## config.mk

```make
export PLATFORM = sky130hd
export DESIGN_NAME = ls_frame_packer_flat
export DESIGN_NICKNAME = d
export VERILOG_FILES = /design/src/rtl/ls_pkg.sv /design/src/rtl/ls_frame_packer_if.sv /design/src/rtl/ls_fifo2.sv /design/src/rtl/ls_frame_packer.sv /design/src/flat_wrapper.sv
export SDC_FILE = /design/constraint.sdc
export NUM_CORES = 1
export LEC_CHECK = 0
export ABC_CLOCK_PERIOD_IN_PS = 2800
export CELL_PAD_IN_SITES_DETAIL_PLACEMENT = 0
export CELL_PAD_IN_SITES_GLOBAL_PLACEMENT = 1
export CORE_MARGIN = 2
export CORE_UTILIZATION = 45
export DETAILED_ROUTE_END_ITERATION = 8
export PLACE_DENSITY = 0.88
export SYNTH_ARGS = -nofsm -noshare
export SYNTH_HDL_FRONTEND = slang
export SYNTH_SLANG_ARGS = --single-unit
export TNS_END_PERCENT = 10
```

## constraint.sdc

```tcl
create_clock -name clock -period 2.8 [get_ports clock]
set_clock_uncertainty 0.1 [all_clocks]
set_input_delay 0.28 -clock clock [delete_from_list [all_inputs] [get_ports clock]]
set_output_delay 0.28 -clock clock [all_outputs]
set_load 0.02 [all_outputs]
```

## src/rtl/ls_pkg.sv

```systemverilog
// Shared types for the LS frame packer and its FIFO.
package ls_pkg;

  localparam int unsigned LS_BYTES = 8;

  typedef struct packed {
    logic [31:0] a;
    logic [31:0] b;
  } LS;

  typedef struct packed {
    LS    ls;
    logic short_f;
  } ls_entry_t;

  typedef enum logic [0:0] {
    StFillA,
    StFillB
  } asm_state_e;

endpackage

```

## src/rtl/ls_frame_packer_if.sv

```systemverilog
// Byte-stream input and LS-struct output handshakes of the frame packer.
interface ls_frame_packer_if;
  import ls_pkg::*;

  logic       in_valid;
  logic       in_ready;
  logic [7:0] in_byte;
  logic       in_last;
  logic       out_valid;
  logic       out_ready;
  LS          out_ls;
  logic       out_short;

  // Source of bytes and sink of structs.
  modport master (
    output in_valid, in_byte, in_last, out_ready,
    input  in_ready, out_valid, out_ls, out_short
  );

  // The packer itself.
  modport slave (
    input  in_valid, in_byte, in_last, out_ready,
    output in_ready, out_valid, out_ls, out_short
  );

endinterface

```

## src/rtl/ls_fifo2.sv

```systemverilog
// Two-entry FIFO of ls_entry_t. Slot 0 is always the head; a pop shifts slot 1 down.
module ls_fifo2
  import ls_pkg::*;
(
  input  logic      clock,
  input  logic      reset_n,
  input  logic      push,
  input  ls_entry_t wdata,
  input  logic      pop,
  output ls_entry_t rdata,
  output logic [1:0] count
);

  ls_entry_t  mem_q [2];
  ls_entry_t  mem_d [2];
  logic [1:0] count_q, count_d;
  logic [1:0] wr_ptr;

  // Next-state: shift on pop, then write at the slot left free after the pop.
  always_comb begin
    mem_d[0] = mem_q[0];
    mem_d[1] = mem_q[1];
    count_d  = count_q;
    wr_ptr   = count_q - {1'b0, pop};
    if (pop) begin
      mem_d[0] = mem_q[1];
      mem_d[1] = '0;
    end
    if (push) begin
      mem_d[wr_ptr[0]] = wdata;
    end
    count_d = count_q + {1'b0, push} - {1'b0, pop};
  end

  // Storage and occupancy registers.
  always_ff @(posedge clock or negedge reset_n) begin
    if (!reset_n) begin
      mem_q[0] <= '0;
      mem_q[1] <= '0;
      count_q  <= '0;
    end else begin
      mem_q[0] <= mem_d[0];
      mem_q[1] <= mem_d[1];
      count_q  <= count_d;
    end
  end

  assign rdata = mem_q[0];
  assign count = count_q;

endmodule

```

## src/rtl/ls_frame_packer.sv

```systemverilog
// Packs byte frames of up to 8 bytes into LS structs {a, b}, buffered in a 2-entry FIFO.
module ls_frame_packer
  import ls_pkg::*;
#(
  parameter int unsigned FIFO_DEPTH = 2,
  parameter int unsigned CNT_W      = 16
) (
  input  logic             clock,
  input  logic             reset_n,
  ls_frame_packer_if.slave bus,
  output logic [CNT_W-1:0] frame_cnt
);

  localparam logic [2:0] LastIdx = 3'(LS_BYTES - 1);

  asm_state_e state_q, state_d;
  logic [2:0] idx_q, idx_d;
  LS          asm_q, asm_d, asm_nxt;
  logic [CNT_W-1:0] cnt_q;

  logic       accept, close, pop;
  ls_entry_t  push_entry, head;
  logic [1:0] fifo_count;

  assign accept = bus.in_valid && bus.in_ready;
  assign close  = accept && (bus.in_last || idx_q == LastIdx);
  assign pop    = bus.out_valid && bus.out_ready;

  // Assembler: merge the incoming byte, then advance or close the frame.
  always_comb begin
    asm_nxt = asm_q;
    if (state_q == StFillB) begin
      asm_nxt.b[{idx_q[1:0], 3'b000} +: 8] = bus.in_byte;
    end else begin
      asm_nxt.a[{idx_q[1:0], 3'b000} +: 8] = bus.in_byte;
    end
    state_d = state_q;
    idx_d   = idx_q;
    asm_d   = asm_q;
    if (accept) begin
      if (close) begin
        state_d = StFillA;
        idx_d   = '0;
        asm_d   = '0;
      end else begin
        idx_d   = idx_q + 3'd1;
        asm_d   = asm_nxt;
        state_d = idx_d[2] ? StFillB : StFillA;
      end
    end
    push_entry.ls      = asm_nxt;
    push_entry.short_f = (idx_q != LastIdx);
  end

  // Assembler state, byte index, partial struct and frame counter.
  always_ff @(posedge clock or negedge reset_n) begin
    if (!reset_n) begin
      state_q <= StFillA;
      idx_q   <= '0;
      asm_q   <= '0;
      cnt_q   <= '0;
    end else begin
      state_q <= state_d;
      idx_q   <= idx_d;
      asm_q   <= asm_d;
      if (pop) begin
        cnt_q <= cnt_q + CNT_W'(1);
      end
    end
  end

  ls_fifo2 u_fifo (
    .clock   (clock),
    .reset_n (reset_n),
    .push    (close),
    .wdata   (push_entry),
    .pop     (pop),
    .rdata   (head),
    .count   (fifo_count)
  );

  // Output decode; head fields are forced to zero while the FIFO is empty.
  always_comb begin
    bus.in_ready  = (fifo_count != 2'(FIFO_DEPTH));
    bus.out_valid = (fifo_count != 2'd0);
    bus.out_ls    = bus.out_valid ? head.ls : '0;
    bus.out_short = bus.out_valid ? head.short_f : 1'b0;
  end

  assign frame_cnt = cnt_q;

endmodule
```

## src/flat_wrapper.sv

```systemverilog
// flat-port wrapper written by rule: the top's interface ports become plain ports
module ls_frame_packer_flat import ls_pkg::*;
#(
  parameter int unsigned FIFO_DEPTH = 2,
  parameter int unsigned CNT_W      = 16
)
  (clock, reset_n, frame_cnt, bus_in_valid, bus_in_byte, bus_in_last, bus_out_ready, bus_in_ready, bus_out_valid, bus_out_ls, bus_out_short);
  ls_frame_packer_if bus_i ();
  input  logic clock;
  input  logic reset_n;
  output logic [CNT_W-1:0] frame_cnt;
  input wire logic [$bits(bus_i.in_valid)-1:0] bus_in_valid;
  input wire logic [$bits(bus_i.in_byte)-1:0] bus_in_byte;
  input wire logic [$bits(bus_i.in_last)-1:0] bus_in_last;
  input wire logic [$bits(bus_i.out_ready)-1:0] bus_out_ready;
  output wire logic [$bits(bus_i.in_ready)-1:0] bus_in_ready;
  output wire logic [$bits(bus_i.out_valid)-1:0] bus_out_valid;
  output wire logic [$bits(bus_i.out_ls)-1:0] bus_out_ls;
  output wire logic [$bits(bus_i.out_short)-1:0] bus_out_short;
  assign bus_i.in_valid = bus_in_valid;
  assign bus_i.in_byte = bus_in_byte;
  assign bus_i.in_last = bus_in_last;
  assign bus_i.out_ready = bus_out_ready;
  assign bus_in_ready = bus_i.in_ready;
  assign bus_out_valid = bus_i.out_valid;
  assign bus_out_ls = bus_i.out_ls;
  assign bus_out_short = bus_i.out_short;
  ls_frame_packer #(.FIFO_DEPTH(FIFO_DEPTH), .CNT_W(CNT_W)) u_core (.clock(clock), .reset_n(reset_n), .bus(bus_i), .frame_cnt(frame_cnt));
endmodule
```

* Yosys cells after proc, flatten, opt, wreduce, memory -nomap -nowiden
Index checks and enable logic that the tools add are counted.
Word-level totals: word-level logic and storage cells 47, flip-flop bits (word level) 216
Cells by class: multiplexer cells 15, $add $sub $neg 6, magnitude comparators 2, reduce and logical (&&, ||, !) cells 6, shifts and indexed selects 2, eq/ne operators 3, bitwise gates (word level) 1
Operators with widths (number):
- $mux W130 | 2
- $bwmux W130 | 1
- $mux W64 | 2
- $demux W65 S1 | 1
- $mux W65 | 1
- $bwmux W32 | 2
- $mux W32 | 2
- $shift A8 B7 Y32 const A | 1
- $shiftx A8 B7 Y32 | 1
- $add A16 B1 Y16 const B | 1
- $neg A5 Y7 | 1
- $logic_and A1 B1 Y1 | 4
- $add A3 B1 Y3 const B | 1
- $eq A3 B3 Y1 const B | 1
- $mux W1 | 3
- $mux W3 | 1
- $ne A3 B3 Y1 const B | 1
- $add A2 B1 Y2 | 1
- $ge A2 B2 Y1 const B | 1
- $lt A2 B1 Y1 const B | 1
- $ne A2 B2 Y1 const B | 1
- $not A1 Y2 | 1
- $reduce_bool A2 Y1 | 1
- $sub A2 B1 Y2 | 1
- other kinds (2) | 2

* Logic depth before layout (Yosys ltp)
Gate-level depths: netlist of run 1.
depth in word-level cells 10, gate-level depth with buffers 9, depth with buffers taken out 9

* Cells and area by module
From an unflattened synthesis of run 1, not the netlist that was laid out.
Second synthesis, totals: cells, all modules 1049, area, all modules 11397.2 µm²
Modules (own cells, without submodules):
- ls_fifo2 | cells an instance 572, area each 6730.2 µm², sequential area each 3303.2 µm², instances 1
- ls_frame_packer | cells an instance 477, area each 4667.0 µm², sequential area each 2077.0 µm², instances 1

* Least setup slack after synthesis of run 1
Ideal clock, no wire load.
path type register to register, start point register u_core.idx_q[0], end point register u_core.u_fifo.mem_q[56] in the netlist's numbering, stages on the path, launching flop included 9, required time 2623 ps, setup time 77 ps, buffers on the path 2, slack 584 ps, clock period less this slack 2216 ps, data arrival time 2039 ps, path through dfrtp_1 > ha_1 > ha_1 > or2_2 > nand3_1 > clkbuf_1 > clkbuf_1 > nand3_1 > o21ai_1
RTL lines:
- start: declaration | line ls_frame_packer.sv:17 | logic [2:0] idx_q, idx_d;
- start signal: assignment | line ls_frame_packer.sv:64 | idx_q <= idx_d;
- end: declaration | line ls_fifo2.sv:14 | ls_entry_t mem_q [2];

* Final worst setup path of run 1
start point register u_core.u_fifo.count_q[0] (netlist: u_core.u_fifo.count[0]), end point output port bus_out_valid
On the way: cells in the longest elaborated chain, start to end 1
Ends and longest elaborated chain:
- start: declaration | line ls_fifo2.sv:16 | logic [1:0] count_q, count_d;
- start signal: assignment | line ls_fifo2.sv:44 | count_q <= count_d;
- $reduce_bool A2 Y1 | line ls_frame_packer.sv:85 | bus.out_valid = (fifo_count != 2'd0);
- end: declaration | line flat_wrapper.sv:17 | output wire logic [$bits(bus_i.out_valid)-1:0] bus_out_valid;
No other way between the ends.

==> results of run 1 <==
==> stage by stage <==
stage	cells	setup WS, ns	cell area (um2)	total power, uW
4_1_cts	1317	0.00192	12000	11400
3_5_place_dp	1274	0.190	11200	8270
6_report	1317	0.222	12200	11200
5_1_grt	1317	0.0472	12200	11900
2_1_floorplan	948	0.584	9930	6610
3_3_place_gp	1274	0.257	11200	8220
==> kinds of logic after synthesis <==
group | after synthesis | synth area share, %
compound gates | 313 | 21.1
simple gates | 296 | 17.2
flops | 215 | 54.2
buf+inv | 82 | 3.34
xor+xnor | 17 | 1.50
mux | 16 | 1.61
fa+ha+maj | 9 | 1.13
==> metal layers <==
layer	global-route usage, %	vias up
met5	0	-
met4	4.06	0
met3	2.84	31
met2	33.9	181
met1	30.3	3712
li1	-	3600
==> cells in the mapped netlist, types with 19 or more instances <==
master	number	share of area, %
nand3_1	72	3.6
a22o_1	48	4.2
dfrtp_1	215	54
clkbuf_1	53	2.0
a21oi_1	66	3.3
nand2_1	44	1.7
o21ai_0	47	2.4
buf_2	19	0.96
a211oi_1	65	4.9
o21ai_1	22	1.1
and2_1	139	8.8
a22oi_1	48	3.6
==> area by class of cell <==
class | count | area [um2]
fillers | 1894 | 9590
flip-flops and latches | 215 | 5380
multi-input cells | 651 | 4260
repair buffers | 123 | 1380
clock buffers | 31 | 646
well taps | 280 | 350
clock inverters | 11 | 134
inverters | 6 | 22.5
==> registers in the layout (all words and copies together) (netlist names) <==
name	cells
u_core.u_fifo.mem_q	65
u_core.u_fifo.count	2
u_core.u_fifo.rdata	65
u_core.idx_q	3
u_core.frame_cnt	16
u_core.asm_q	64
==> power by group <==
| group | leakage (uW) | switching [uW] | internal (uW) |
|---|---|---|---|
| Clock | 0.000391 | 1220 | 1890 |
| Sequential | 0.00292 | 352 | 3680 |
| Combinational | 0.00287 | 2390 | 1680 |
==> timing repair <==
item / in CTS / in global routing
resized for setup: 6 / 62
setup endpoints to repair: 66 / 62
pin swaps: 0 / 1
hold buffers: 1 / 0
endpoints found under the hold margin: 72 / 0
==> path summary, 6_finish.rpt <==
kind                                                         end  slack, ns                             start  cells past startpoint
min in group clock              u_core.frame_cnt[15]$_DFFE_PN0P_       0.37  u_core.frame_cnt[15]$_DFFE_PN0P_                      1
worst max register to register       u_core.asm_q[5]$_DFFE_PN0P_       0.27       u_core.idx_q[0]$_DFFE_PN0P_                      5
worst max-delay path                               bus_out_valid       0.22  u_core.u_fifo.count[0]$_DFF_PN0_                      2
worst min register to register  u_core.frame_cnt[15]$_DFFE_PN0P_       0.37  u_core.frame_cnt[15]$_DFFE_PN0P_                      1
worst min-delay path            u_core.frame_cnt[12]$_DFFE_PN0P_       0.26                           reset_n                      2
max in group asynchronous       u_core.u_fifo.rdata[2]$_DFF_PN0_       1.52                           reset_n                      3
==> flow_summary.ini, run 1 <==
[synthesis]
yosysWarnings = 0
synth_edf_count = 0
synth_cell_type_count = 39
async_flop_share_pct = 100
synthCells = 948
ys_seq_area_share_pct = 54.2
avgSynthCellArea_um2 = 10.5
syn_nets = 970
synth.cell_area_mm2 = 0.00993
synth-seq-cells = 215
synth-main-ff-cell = dfrtp_1

[global_route]
overflow = 0
grt_max_degree = 133
first_global_vias = 7536
track_usage_pct = 20.8
antenna_found_initial = 0
grt_pass1_wl_um = 40300

[timing]
fin_crit_sh_pct = 92.1
timing.slew.headroom_pct = 53.2
fmax_mhz = 388
period_needed_ns = 2.58
holdWs_ns = 0.256
worst_pin_slew_ns = 0.699
setup_viol = 0
hold_viol_final = 0
fin_tns_setup_ns = 0
rsz0062_at_grt = no
drv_slew = 0

[routing]
drcViolationCount = 0
drtIter0Drc = 458
wl_met2_um = 11500
firstDrtPassIters = 5
ant_nets = 0
wl_um = 24300
wl_met3_um = 1090
maxUsedRoutingLayer = met4
drt-met1-wl_um = 11300
viasPerCell = 5.71
wl_per_cell_um = 18.4
route.vias.total = 7524

[power_and_ir_drop]
peakVddDrop_v = 0.000687
p_leak_uw = 0.00618
power_density_mw_per_mm2 = 921

[floorplanning]
die_height_um = 153
start_util_pct = 45.6
io-pin-count = 96
coreArea_mm2 = 0.0218
rows = 54
die_w_um = 153
dieArea_mm2 = 0.0233

[status]
status = completed

[worst_setup_path]
slowest_stage = clkdlybuf4s50_1
endpoint_kind = output port
start_kind = register
cp_cell_sequence = or2_4, clkdlybuf4s50_1
max_stage_delay_ns = 0.72
crit_arrival_ns = 2.20
path_class = reg -> out
cp_top_family = buffers and inverters
critPathBufInv = 1
critical_path_required_ns = 2.42
crit_fanout = 68

[final_layout]
drive_gt1_share_pct = 8.58
final_util_pct = 55.9
fin_nets = 1042
n_antenna_cell = 0
areaGrowthSynthToFinish_pct = 22.5
final_common_cell = dfrtp_1
layout_common_cells = dfrtp_1, and2_1, nand3_1, a211oi_1, a21oi_1

[run]
cap_violations = 0

[worst_hold_path]
hold_path_class = in -> async

[clock_network]
cts.sink_count = 215
cts_buffers = 23
postCtsSetupBuffers = 0
clk_pin_slew_worst_paths_ns = 0.06
cts_tree = built
ctsRootBufferMaster = clkbuf_16
cts_max_path_buffers = 3
htreeDepth = 1
clk_latency_ns = 0.51

[place]
place_congestion = 0.868
dp_hpwl_um = 15200
portBuffers = 95
(Power assumes the default switching activity.)
==> inputs of run 2 (changes only) <==
--- a/config.mk
+++ b/config.mk
@@ -6,6 +6,7 @@
 export NUM_CORES = 1
 export LEC_CHECK = 0
 export ABC_CLOCK_PERIOD_IN_PS = 2800
+export CAP_MARGIN = 20
 export CELL_PAD_IN_SITES_DETAIL_PLACEMENT = 0
 export CELL_PAD_IN_SITES_GLOBAL_PLACEMENT = 1
 export CORE_MARGIN = 2
==> results of run 2 <==
Final layout, timing and power as in run 1 (identical DEF).
==> inputs of run 3 (changes only) <==
--- a/config.mk
+++ b/config.mk
@@ -13,6 +13,7 @@
 export CORE_UTILIZATION = 45
 export DETAILED_ROUTE_END_ITERATION = 8
 export PLACE_DENSITY = 0.88
+export SETUP_SLACK_MARGIN = 0.3
 export SYNTH_ARGS = -nofsm -noshare
 export SYNTH_HDL_FRONTEND = slang
 export SYNTH_SLANG_ARGS = --single-unit
==> run 3 against run 2 <==
Cell count increased by 0.68%; power increased by 3.7%; global-route usage increased by 1.2 points; sequential share of layout area increased by 0.10 points; critical endpoint is now bus_out_ls[35]; largest cell class unchanged; worst setup slack improved by 0.036 ns; flip-flop and latch count unchanged; sequential power about the same.
==> flow_summary.ini, run 3 (synthesized netlist as in run 1, its figures left out) <==
[worst_setup_path]
crit_fanout = 10
crit_arrival_ns = 2.16
path_class = reg -> out
slowest_stage = clkdlybuf4s50_1
max_stage_delay_ns = 0.53
critical_path_required_ns = 2.42
endpoint_kind = output port
cp_cell_sequence = or2_4, buf_12, and2_1, clkdlybuf4s50_1
start_kind = register
worst_r2r_path_depth = 6
r2r-start = u_core.idx_q[0]$_DFFE_PN0P_
crit_start = u_core.u_fifo.count[1]$_DFF_PN0_

[routing]
firstDrtPassIters = 5
ant_nets = 0
wl_per_cell_um = 19.3
route.vias.total = 7622
wl_um = 25600
viasPerCell = 5.75
drtIter0Drc = 565
drcViolationCount = 0

[final_layout]
fin_nets = 1051
areaGrowthSynthToFinish_pct = 22.3
n_antenna_cell = 0
drive_gt1_share_pct = 9.46
fin_cells = 1326
layout_common_cells = dfrtp_1, and2_1, clkdlybuf4s50_1, nand3_1
final_common_cell = dfrtp_1

[global_route]
grt_pass1_wl_um = 41900
grtUsageMet1_pct = 32.1
antenna_found_initial = 0
grt.met2_usage_pct = 35.3
first_global_vias = 7634
overflow = 0
top_usage_layer = met2
gr-usage-met3_pct = 2.82
track_usage_pct = 22.0
grt_max_degree = 133

[clock_network]
cts_max_path_buffers = 3
ctsRootBufferMaster = clkbuf_16
cts_buffers = 23
htreeDepth = 1
clk_pin_slew_worst_paths_ns = 0.06
cts_tree = built
clk_latency_ns = 0.51
cts.sink_count = 215

[floorplanning]
io-pin-count = 96
rows = 54
dieArea_mm2 = 0.0233
die_height_um = 153
coreArea_mm2 = 0.0218
start_util_pct = 45.6
die_w_um = 153

[power_and_ir_drop]
peakVddDrop_v = 0.000720
p_leak_uw = 0.00530
fin_total_pwr_uw = 11600
power_density_mw_per_mm2 = 957

[timing]
setup_slack_ns = 0.258
period_needed_ns = 2.54
fin_crit_sh_pct = 90.8
hold_viol_final = 0
rsz0062_at_grt = yes
fin_tns_setup_ns = 0
setup_viol = 0
worst_pin_slew_ns = 0.715
timing.slew.headroom_pct = 52.2
drv_slew = 0
fmax_mhz = 393

[worst_hold_path]
hold_path_class = in -> async

[place]
place_congestion = 0.868
dp_slack_ns = 0.190
portBuffers = 95
dp_hpwl_um = 15200
placed_cells = 1274

[run]
cap_violations = 0

[status]
status = completed
-- run 3: cell types whose count changed in the layout (fill, tap and decap cells not counted), moves of 2 or more --
cell and change:
or2_4 +4, buf_12 +3, dlygate4sd2_1 +3, clkdlybuf4s50_1 +57, dlymetal6s2s_1 -60, buf_4 +2, nor3_4 +2, nor3_2 -2
-- run 3: through the flow --
step	cell area (um2)	util [%]	hold slack, ns
4_1_cts	12100	55.7	0.296
3_5_place_dp	11200	51.6	0.248
2_1_floorplan	9930	-	-0.116
6_report	12100	55.8	0.260
5_1_grt	12100	55.8	0.312
3_3_place_gp	11200	51.6	0.246
-- run 3: final cells by class --
cell class	count	area, um2
multi-input combinational	655	4310
tap	280	350
fill	1883	9610
timing repair buffer	128	1300
clock buffer	31	646
sequential	215	5380
clock inverter	11	134
inverter	6	22.5
-- run 3: worst paths after layout --
kind | endpoint | slack, ns
setup / recovery | bus_out_ls[35] | 0.26
hold / removal | u_core.frame_cnt[12]$_DFFE_PN0P_ | 0.26
setup reg to reg | u_core.asm_q[43]$_DFFE_PN0P_ | 0.35
hold reg to reg | u_core.frame_cnt[15]$_DFFE_PN0P_ | 0.37
max in group asynchronous | u_core.u_fifo.rdata[2]$_DFF_PN0_ | 1.51
min in group clock | u_core.frame_cnt[15]$_DFFE_PN0P_ | 0.37
-- run 3: metal layers --
metal	part of all wire, %	up-vias
met3	4.6	42
met5	0	-
met2	47	215
met4	2.2	0
met1	46	3756
li1	-	3609
-- run 3: critical path: cells and delay by family, from the launching register on --
kind	cells	cell delay, ns
buf+inv	2	0.68
simple gates	2	0.46
flops	1	0.50
-- run 3: what timing repair did --
item	CTS	global route
resized for setup	14	5
gates cloned	4	0
buffers inserted	5	0
pin swaps	4	1
hold buffers	1	0
setup endpoints to repair	72	148
endpoints found under the hold margin	72	0
-- run 3: power by group --
| group | internal [uW] | switching [uW] | total, uW |
|---|---|---|---|
| Combinational | 1890 | 2560 | 4450 |
| Clock | 1890 | 1220 | 3110 |
| Sequential | 3680 | 387 | 4060 |
